## config.mk

```make
export PLATFORM = sky130hd
export DESIGN_NAME = seg_display_scan_ctrl_flat
export DESIGN_NICKNAME = d
export VERILOG_FILES = /design/src/rtl/seg_display_scan_ctrl_pkg.sv /design/src/rtl/seg_display_scan_ctrl_if.sv /design/src/rtl/seg_display_scan_ctrl_bin2bcd.sv /design/src/rtl/seg_display_scan_ctrl.sv /design/src/flat_wrapper.sv
export SDC_FILE = /design/constraint.sdc
export NUM_CORES = 1
export LEC_CHECK = 0
export BUFFER_PORTS_ARGS = -buffer_cell sky130_fd_sc_hd__buf_4
export CAP_MARGIN = 20
export CORE_MARGIN = 8
export CORE_UTILIZATION = 40
export DETAILED_ROUTE_END_ITERATION = 6
export GPL_TIMING_DRIVEN = 1
export PLACE_DENSITY_LB_ADDON = 0.2
export SYNTH_ARGS = -nofsm -noshare
export SYNTH_HDL_FRONTEND = slang
export SYNTH_HIERARCHICAL = 1
export SYNTH_SLANG_ARGS = --single-unit
```

## constraint.sdc

```tcl
create_clock -name clk -period 4.12 [get_ports clk]
set_clock_uncertainty 0.15 [all_clocks]
set_input_delay 0.412 -clock clk [delete_from_list [all_inputs] [get_ports clk]]
set_output_delay 0.412 -clock clk [all_outputs]
set_load 0.05 [all_outputs]
```

## src/rtl/seg_display_scan_ctrl_pkg.sv

```systemverilog
// seg_display_pkg: shared codes, FSM states and digit indices for the scan controller
package seg_display_pkg;
  localparam logic [3:0] CODE_MINUS = 4'hF;
  localparam logic [3:0] CODE_BLANK = 4'hE;
  localparam logic [1:0] DIG_ONES = 2'd0;
  localparam logic [1:0] DIG_TENS = 2'd1;
  localparam logic [1:0] DIG_HUNDREDS = 2'd2;
  localparam logic [1:0] DIG_SIGN = 2'd3;
  localparam int CONV_STEPS = 8;
  typedef enum logic [1:0] {IDLE, CONV, COMMIT} state_t;
  function automatic logic [3:0] dd_adj(input logic [3:0] n);
    return n >= 4'd5 ? n + 4'd3 : n;
  endfunction
endpackage

```

## src/rtl/seg_display_scan_ctrl_if.sv

```systemverilog
// seg_display_scan_ctrl_if: load/value/neg request with busy back-pressure
interface seg_display_scan_ctrl_if;
  logic load;
  logic [7:0] value;
  logic neg;
  logic busy;
  modport master(output load, value, neg, input busy);
  modport slave(input load, value, neg, output busy);
endinterface

```

## src/rtl/seg_display_scan_ctrl_bin2bcd.sv

```systemverilog
// bin8_to_bcd_seq: sequential double-dabble, one add-3/shift step per clock
module bin8_to_bcd_seq
  import seg_display_pkg::*;
(
  input  logic        clk,
  input  logic        rst_n,
  input  logic        start,
  input  logic [7:0]  bin,
  output logic        done,
  output logic [11:0] bcd
);
  logic [7:0] sh;
  logic [2:0] cnt;
  logic run;
  logic [11:0] adj;
  // hundreds never exceeds 2, so dropping adj[11] on the shift loses nothing
  assign adj = {dd_adj(bcd[11:8]), dd_adj(bcd[7:4]), dd_adj(bcd[3:0])};
  // done marks the final shift cycle; bcd holds the result from the next cycle on
  assign done = run && cnt == 3'(CONV_STEPS - 1);
  // capture on start, then shift value MSB first into the adjusted BCD register
  always_ff @(posedge clk or negedge rst_n) begin
    if (!rst_n) begin
      sh <= '0;
      bcd <= '0;
      cnt <= '0;
      run <= 1'b0;
    end else if (start) begin
      sh <= bin;
      bcd <= '0;
      cnt <= '0;
      run <= 1'b1;
    end else if (run) begin
      {bcd, sh} <= {adj[10:0], sh, 1'b0};
      cnt <= cnt + 3'd1;
      run <= !done;
    end
  end
endmodule

```

## src/rtl/seg_display_scan_ctrl.sv

```systemverilog
// seg_display_scan_ctrl: converts a signed 8-bit result to BCD and scans it onto a shared decoder
module seg_display_scan_ctrl
  import seg_display_pkg::*;
#(
  parameter int SCAN_DIV = 50000,
  parameter bit BLANK_LZ = 1'b1
) (
  input  logic                    clk,
  input  logic                    rst_n,
  seg_display_scan_ctrl_if.slave  bus,
  output logic [3:0]              bcd_code,
  output logic [3:0]              digit_sel
);
  localparam int PW = SCAN_DIV > 1 ? $clog2(SCAN_DIV) : 1;
  state_t state;
  logic busy_r, neg_r, start, done, tc;
  logic [11:0] bcd;
  logic [3:0] h, t;
  logic [PW-1:0] psc;
  logic [1:0] idx, nidx;
  logic [3:0] held [4];
  assign start = bus.load && !busy_r;
  assign bus.busy = busy_r;
  assign h = bcd[11:8];
  assign t = bcd[7:4];
  bin8_to_bcd_seq u_conv (
    .clk   (clk),
    .rst_n (rst_n),
    .start (start),
    .bin   (bus.value),
    .done  (done),
    .bcd   (bcd)
  );
  // load sequencing; held digits change only in COMMIT so the display never shows a partial result
  always_ff @(posedge clk or negedge rst_n) begin
    if (!rst_n) begin
      state <= IDLE;
      busy_r <= 1'b0;
      neg_r <= 1'b0;
      held <= '{default: CODE_BLANK};
    end else begin
      case (state)
        IDLE: if (start) begin
          state <= CONV;
          busy_r <= 1'b1;
          neg_r <= bus.neg;
        end
        CONV: if (done) state <= COMMIT;
        COMMIT: begin
          state <= IDLE;
          busy_r <= 1'b0;
          held[DIG_ONES] <= bcd[3:0];
          held[DIG_TENS] <= (BLANK_LZ && h == 4'd0 && t == 4'd0) ? CODE_BLANK : t;
          held[DIG_HUNDREDS] <= (BLANK_LZ && h == 4'd0) ? CODE_BLANK : h;
          held[DIG_SIGN] <= neg_r ? CODE_MINUS : CODE_BLANK;
        end
        default: state <= IDLE;
      endcase
    end
  end
  assign tc = psc == PW'(SCAN_DIV - 1);
  assign nidx = tc ? idx + 2'd1 : idx;
  // free-running scan; code and select are loaded together so they always name the same digit
  always_ff @(posedge clk or negedge rst_n) begin
    if (!rst_n) begin
      psc <= '0;
      idx <= DIG_ONES;
      digit_sel <= 4'b0001;
      bcd_code <= CODE_BLANK;
    end else begin
      psc <= tc ? '0 : psc + PW'(1);
      idx <= nidx;
      digit_sel <= 4'b0001 << nidx;
      bcd_code <= held[nidx];
    end
  end
endmodule

```

## src/flat_wrapper.sv

```systemverilog
// flat-port wrapper written by rule: the top's interface ports become plain ports
module seg_display_scan_ctrl_flat import seg_display_pkg::*;
#(
  parameter int SCAN_DIV = 50000,
  parameter bit BLANK_LZ = 1'b1
)
  (clk, rst_n, bcd_code, digit_sel, bus_load, bus_value, bus_neg, bus_busy);
  seg_display_scan_ctrl_if bus_i ();
  input  logic clk;
  input  logic rst_n;
  output logic [3:0] bcd_code;
  output logic [3:0] digit_sel;
  input wire logic [$bits(bus_i.load)-1:0] bus_load;
  input wire logic [$bits(bus_i.value)-1:0] bus_value;
  input wire logic [$bits(bus_i.neg)-1:0] bus_neg;
  output wire logic [$bits(bus_i.busy)-1:0] bus_busy;
  assign bus_i.load = bus_load;
  assign bus_i.value = bus_value;
  assign bus_i.neg = bus_neg;
  assign bus_busy = bus_i.busy;
  seg_display_scan_ctrl #(.SCAN_DIV(SCAN_DIV), .BLANK_LZ(BLANK_LZ)) u_core (.clk(clk), .rst_n(rst_n), .bus(bus_i), .bcd_code(bcd_code), .digit_sel(digit_sel));
endmodule
```

==> key figures, run 1 <==
Pwr
  – Cell area power density: 629 mW/mm^2
  – Power, Total: around 2.4 mW
  – LEAKAGE: around 1.7 nW
  – Peak VDD IR: 0.289 mV

STA
  – Slew @ Worst Pin: between 800 and 900 ps
  – Fmax: around 440 MHz
  – Fin Hold WS: 13.6 ps
  – Setup_tns: 0 ps
  – Slew margin rel.: 0.430
  – Final min period: roughly 2300 ps
  – # setup viols final: 0
  – Fin crit share: 0.555
  – RSZ-0062 raised after global routing: false
  – Final Max Tran Viols: 0
  – Fin. Hold Viols: 0

Setup path
  – Slowest CP cell: inv_1
  – Worst Setup Start Kind: register
  – Critical path type: reg2reg
  – Slowest Stage Delay on Critical Path: ~630 ps
  – Crit path DAT: around 2400 ps
  – Required time of the worst setup path: approximately 4200 ps
  – CP Capture Type: register
  – Most frequent CP cell: inv_1
  – CP Max Fanout: 31
  – Critical path, cell by cell: nand2b_1, inv_1, inv_1, and3_1, a311o_1

GRT
  – Grt met1 use: 0.150
  – Layer with the highest usage: met2
  – Global routing usage on met2: 0.177
  – Vias in the first global route: ~2300
  – Met3 Track Usage GR: 0.0419
  – Remaining global-route overflow: 0
  – Largest net degree at the start of global routing: just under 70
  – Antenna violations before repair: 0
  – First-pass GRT wire length: 11000 microns
  – Gr usage total: 0.117

Status
  – Status: finished clean

Clock network
  – CTS buffer count: 9
  – CTS Hold Buffers Added: 0
  – Clock tree buffer depth: 2
  – Root Driver: clkbuf_8
  – Resized Gates After CTS: 0
  – CTS tree: yes
  – # clock sinks: 67
  – Clk_lat worst skew: ~340 ps
  – Postcts setup bufs: 0
  – Max H-tree Level: 3
  – Worst-path clk slew: about 70 ps

Routing
  – DRT Pass-1 Iters: 4
  – Avg WL per Cell: 13.5 microns
  – Total Wirelength: 6060 microns
  – DRT iter0 DRCs: 73
  – Final ANT Viol Nets: 0
  – Detailed-route via count: about 2300
  – Post-route DRC: 0
  – Avg Vias per Cell: between 5 and 6

Floorplanning
  – Floorplan row count: 33
  – Core region area: around 0.0082 sq mm
  – Die W: 107 microns
  – Die footprint: ~0.012 sq mm
  – Die height: roughly 110 microns
  – Starting density of the core: 0.410
  – # IOs: 21

Final layout
  – Proportion of layout cells with a drive suffix above 1: 0.198
  – Footprint of the multi-input gates: roughly 0.0015 sq mm
  – P&R area growth vs syn: 12.9%
  – Fillers: roughly 780
  – Fin nets: 360
  – Register area: about 0.0017 sq mm
  – Diodes inserted: 0

Logic synthesis
  – Synth area leader: dfrtp_1
  – Synth top cells by count: 54 x dfrtp_1, 34 x nand2_1, 26 x nor2_1, 17 x o21ai_0, 16 x a21oi_1
  – Syn Area/Cell: between 10 and 15 sq um
  – Synthesis warning total: 6
  – Synthesized Nets: 341
  – Area contributors post-synth: dfrtp_1 40%, dfstp_2 10%, mux2i_1 4.5%, nand2_1 3.8%, ha_1 3.4%
  – Mapped Cells: 320
  – Top_reg_cell synth: dfrtp_1
  – Post-synth top area share: 0.404
  – Async set or reset register ratio after synthesis: 1.00
  – Synth cell types: 54
  – Number of synthesized flops with an enable pin: 0
  – #FFs+latches synth: between 60 and 70
  – Most common cell in the netlist: dfrtp_1
  – Seq/Total Area, Yosys: 0.506
  – Post-Syn Area: about 0.0033 sq mm

Placement
  – PortBufs: 20
  – Routability congestion estimate: approximately 0.78
  – DPL Wire Length: approximately 3900 microns

Min path
  – Hold crit path type: in2async

Job
  – Max-capacitance violation count: 0
registers in the layout (all words and copies together) (netlist names), 2 cells and up:
| register | flops |
|---|---|
| u_core/u_conv/cnt | 3 |
| u_core/state | 2 |
| u_core/held | 13 |
| u_core/digit_sel | 4 |
| u_core/u_conv/bcd | 12 |
| u_core/bcd_code | 4 |
| u_core/u_conv/sh | 8 |
| u_core/psc | 16 |
| u_core/idx | 2 |
critical path: cells and delay by family (launching register included):
kind                   cells  cell delay, ps
AO/OA/AOI/OAI              1             300
buffers and inverters      2             920
flip-flops                 1             380
AND/OR/NAND/NOR            2             410
cell type report:
cell class                 instances  share of cell area
multi-input combinational        224               0.403
sequential                        67               0.448
timing repair buffer              22              0.0437
clock inverter                     2              0.0159
clock buffer                      14              0.0404
tap                              105              0.0348
inverter                          15              0.0149
power breakdown:
group	internal, mW	switching, mW	leakage (nW)
logic	0.339	0.381	0.733
clock network	0.359	0.234	0.105
registers	0.874	0.188	0.837
total	1.57	0.803	1.67
layout by cell type, fill, tap and decap left out, types with 3 or more instances in the layout:
cell type | synthesis | layout
dfrtp_1 | 54 | 54
nand2_1 | 34 | 34
nor2_1 | 26 | 26
buf_4 | 1 | 22
o21ai_0 | 17 | 17
a21oi_1 | 16 | 16
inv_1 | 15 | 15
mux2i_1 | 15 | 15
dfstp_2 | 13 | 13
clkbuf_8 | 0 | 10
mux2_2 | 10 | 10
xnor2_1 | 9 | 9
nand3_1 | 9 | 9
ha_1 | 9 | 9
nor2b_1 | 8 | 8
nor3_1 | 6 | 6
xor2_1 | 6 | 6
nand4_1 | 5 | 5
clkbuf_1 | 5 | 4
nand2b_1 | 4 | 4
o22a_1 | 4 | 4
a21boi_0 | 3 | 3
a211o_1 | 3 | 3
or3_1 | 3 | 3
and2_1 | 3 | 3
or4_1 | 3 | 3
final timing paths:
path	start	endpoint	slack (ps)	cells past startpoint
setup / recovery	u_core/bus.busy$_DFFE_PN0P_	u_core/u_conv/bcd[10]$_DFFE_PN0P_	1830	5
hold reg to reg	u_core/psc[0]$_DFF_PN0_	u_core/psc[0]$_DFF_PN0_	310	1
max in group asynchronous	rst_n	u_core/u_conv/cnt[0]$_DFFE_PN0P_	3260	1
setup reg to reg	u_core/bus.busy$_DFFE_PN0P_	u_core/u_conv/bcd[10]$_DFFE_PN0P_	1830	5
hold / removal	rst_n	u_core/psc[8]$_DFF_PN0_	10	1
min in group clk	bus_value[3]	u_core/u_conv/sh[3]$_DFFE_PN0P_	130	3
through the flow:
stage	util	std cells	setup WS [ps]	area (sq um)
floorplan	-	320	2270	3350
global placement	0.436	433	1790	3570
detailed placement	0.436	433	1740	3570
CTS	0.462	449	1780	3780
global route	0.462	449	1590	3780
finish	0.462	449	1830	3780
logic make-up (layout without fill, tap and decap cells):
logic type / after synthesis / in the layout / synth area share
mux: 27 / 27 / 0.0919
compound gates: 57 / 57 / 0.110
buf+inv: 29 / 53 / 0.0400
fa+ha+maj: 9 / 9 / 0.0336
xor+xnor: 15 / 15 / 0.0392
flops: 67 / 67 / 0.506
simple gates: 116 / 116 / 0.179
per-layer routing:
layer	vias to the layer above	wire, microns
li1	1157	-
met1	1125	2950
met2	40	2750
met3	5	299
met4	0	56
met5	-	0
No activity file was read; power rests on OpenSTA's default activity.
==> run 2: changes to the inputs <==
--- a/config.mk
+++ b/config.mk
@@ -5,6 +5,7 @@
 export SDC_FILE = /design/constraint.sdc
 export NUM_CORES = 1
 export LEC_CHECK = 0
+export ABC_AREA = 1
 export BUFFER_PORTS_ARGS = -buffer_cell sky130_fd_sc_hd__buf_4
 export CAP_MARGIN = 20
 export CORE_MARGIN = 8
==> constraint.sdc (replaced) <==
create_clock -name clk -period 2.1 [get_ports clk]
set_clock_uncertainty 0.15 [all_clocks]
set_input_delay 0.21 -clock clk [delete_from_list [all_inputs] [get_ports clk]]
set_output_delay 0.21 -clock clk [all_outputs]
set_load 0.05 [all_outputs]
==> run 2 against run 1 <==
Against the previous run: clock power up 97%; cell area up 5.9%; sequential power up 92%; register-to-register slack worse by 1400 ps; critical path type unchanged; largest power group unchanged; routed wire length up 14%; highest routed layer unchanged; sequential cell count unchanged.
==> key figures, run 2 <==
STA
  – Final Worst Setup Slack: between 400 and 500 ps
  – Fin Hold WS: 13.2 ps
  – Fin crit share: 0.797
  – Fmax: roughly 600 MHz
  – Setup_tns: 0 ps
  – Final Max Tran Viols: 0
  – Final min period: roughly 1700 ps
  – # setup viols final: 0
  – Fin. Hold Viols: 0
  – Slew @ Worst Pin: roughly 470 ps
  – Slew margin rel.: 0.690
  – RSZ-0062 raised after global routing: false

Clock network
  – Worst-path clk slew: around 80 ps
  – # clock sinks: 67
  – Clk_lat worst skew: ~340 ps
  – Root Driver: clkbuf_8
  – Postcts setup bufs: 0
  – Max H-tree Level: 3
  – CTS buffer count: 9
  – CTS tree: yes
  – Clock tree buffer depth: 2

Setup path
  – Worst Setup Start Kind: register
  – Critical path type: reg2reg
  – Crit path DAT: about 1800 ps
  – R2r startpoint: u_core/psc[0]$_DFF_PN0_
  – CP Capture Type: register
  – Required time of the worst setup path: 2180 ps
  – CP Max Fanout: 4
  – FF-to-FF path depth: 10
  – R2r setup slk: between 400 and 500 ps
  – Critical R2R Capture: u_core/psc[12]$_DFF_PN0_

GRT
  – Antenna violations before repair: 0
  – Remaining global-route overflow: 0
  – First-pass GRT wire length: between 10000 and 15000 microns
  – Gr usage total: 0.133
  – Vias in the first global route: approximately 2800
  – Largest net degree at the start of global routing: 37

Placement
  – Routability congestion estimate: 0.827
  – PortBufs: 20
  – DPL Wire Length: 5020 microns
  – Post-DP Area: between 0.003 and 0.004 sq mm
  – Pre-CTS setup slack: ~430 ps

Floorplanning
  – # IOs: 21
  – Core region area: between 0.008 and 0.009 sq mm
  – Starting density of the core: 0.413
  – Die W: 108 microns
  – Die height: between 100 and 150 microns
  – Floorplan row count: 33
  – Die footprint: about 0.012 sq mm

Logic synthesis
  – Largest family of logic cells by synthesized area: simple AND/OR/NAND/NOR gates
  – Synthesized Nets: 423
  – Area contributors post-synth: dfrtp_1 40%, nand2_1 12%, dfstp_2 10%, inv_1 5.7%, nand3_1 4.3%
  – Async set or reset register ratio after synthesis: 1.00
  – Synth cell types: 40
  – Syn Area/Cell: 8.49 sq um
  – #FFs+latches synth: 67
  – Post-synth top area share: 0.396
  – Number of synthesized flops with an enable pin: 0
  – Synth top cells by count: 112 x nand2_1, 54 x dfrtp_1, 52 x inv_1, 35 x nor2_1, 29 x nand3_1
  – Synth Area in Adders: 0.0330
  – Post-Synth Simple-Gate Area: 0.288
  – Seq/Total Area, Yosys: 0.496
  – Most common cell in the netlist: nand2_1
  – Synthesis warning total: 6
  – Synth area leader: dfrtp_1
  – Top_reg_cell synth: dfrtp_1
  – Post-Syn Area: roughly 0.0034 sq mm
  – Multiplexer area fraction after synthesis: 0.00330
  – Xor and xnor area share after synthesis: 0.0205
  – Synth Area in Compound Gates: 0.0806
  – Mapped Cells: 402

Final layout
  – Fillers: between 800 and 900
  – Fin nets: ~460
  – P&R area growth vs syn: 17.3%
  – Max FFs per register: 16
  – Diodes inserted: 0
  – Register area: roughly 0.0017 sq mm
  – Regs by FF count: u_core/psc x16, u_core/held x13, u_core/u_conv/bcd x12
  – Commonest non-fill, non-tap cell in the layout: nand2_1
  – Fin area: around 0.0040 sq mm
  – Footprint of the multi-input gates: 0.00145 sq mm
  – Biggest register: u_core/psc
  – Proportion of layout cells with a drive suffix above 1: 0.188
  – Commonest cells after routing, fill and taps aside: 112 x nand2_1, 54 x dfrtp_1, 52 x inv_1

Min path
  – Hold crit path type: in2reg
  – Hold path start: bus_value[1]
  – Worst Hold Depth: 3
  – Hold-critical path endpoint: u_core/u_conv/sh[1]$_DFFE_PN0P_

Routing
  – DRT Pass-1 Iters: 4
  – Avg Vias per Cell: approximately 4.8
  – Total Wirelength: a little under 7000 microns
  – Detailed-route via count: roughly 2700
  – Post-route DRC: 0
  – Final ANT Viol Nets: 0
  – Avg WL per Cell: between 10 and 15 microns
  – DRT iter0 DRCs: approximately 80

Pwr
  – Peak VDD IR: approximately 0.6 mV
  – Cell area power density: roughly 1200 mW/mm^2
  – LEAKAGE: roughly 2.1 nW

Job
  – Max-capacitance violation count: 0

Status
  – Status: finished clean
run 2: cells by family after synthesis:
kind of cell,after synthesis
mux,1
compound gates,44
fa+ha+maj,9
flops,67
buf+inv,63
xor+xnor,8
simple gates,210
run 2: power breakdown:
part	leakage, nW	internal, mW	switching (mW)
combinational	1.16	0.622	1.07
sequential	0.824	1.77	0.276
clock	0.116	0.679	0.487
run 2: per-layer routing:
layer | vias to the layer above | track usage | wire [microns]
met3 | 10 | 0.0470 | 324
met4 | 0 | 0.0499 | 123
met5 | - | 0 | 0
met1 | 1240 | 0.150 | 3140
li1 | 1362 | - | -
met2 | 50 | 0.226 | 3340
run 2: repair_timing:
item	CTS	global route
hold buffers	8	0
resized for setup	0	0
hold endpoints to repair	38	0
run 2: area by class of cell:
class                   instances  share of cell area
repair buffers                 32              0.0681
clock inverters                 3              0.0109
clock buffers                  13              0.0447
well taps                     105              0.0328
flip-flops and latches         67               0.423
inverters                      59              0.0575
multi-input cells             272               0.363
run 2: through the flow:
| step | std cells | util | power [mW] |
|---|---|---|---|
| CTS | 551 | 0.485 | 4.95 |
| global route | 551 | 0.485 | 5.30 |
| global placement | 527 | 0.448 | 3.69 |
| finish | 551 | 0.485 | 4.89 |
| floorplan | 402 | - | 3.32 |
| detailed placement | 527 | 0.448 | 3.75 |
run 2: worst max-delay path: stages (launching register included):
cell and delay (ps):
dfrtp_1 380, ha_1 220, nand2_1 80, inv_1 70, nand3_1 140, nor2_2 170, nand2_1 110, nand2_1 90
nand2_1 50, o21ai_0 70, inv_1 50
run 2: how the worst max path moves through the flow:
stage / start / end / slack, ps / cells after the start
6_report: u_core/psc[0]$_DFF_PN0_ / u_core/psc[12]$_DFF_PN0_ / 430 / 10
5_1_grt: u_core/psc[0]$_DFF_PN0_ / u_core/psc[12]$_DFF_PN0_ / 260 / 10
4_1_cts: u_core/psc[0]$_DFF_PN0_ / u_core/psc[12]$_DFF_PN0_ / 420 / 10
3_5_place_dp: u_core/psc[0]$_DFF_PN0_ / u_core/bcd_code[0]$_DFF_PN0_ / 430 / 8
3_3_place_gp: u_core/psc[0]$_DFF_PN0_ / u_core/bcd_code[0]$_DFF_PN0_ / 490 / 8
2_1_floorplan: u_core/bus.busy$_DFFE_PN0P_ / u_core/u_conv/sh[7]$_DFFE_PN0P_ / 340 / 7
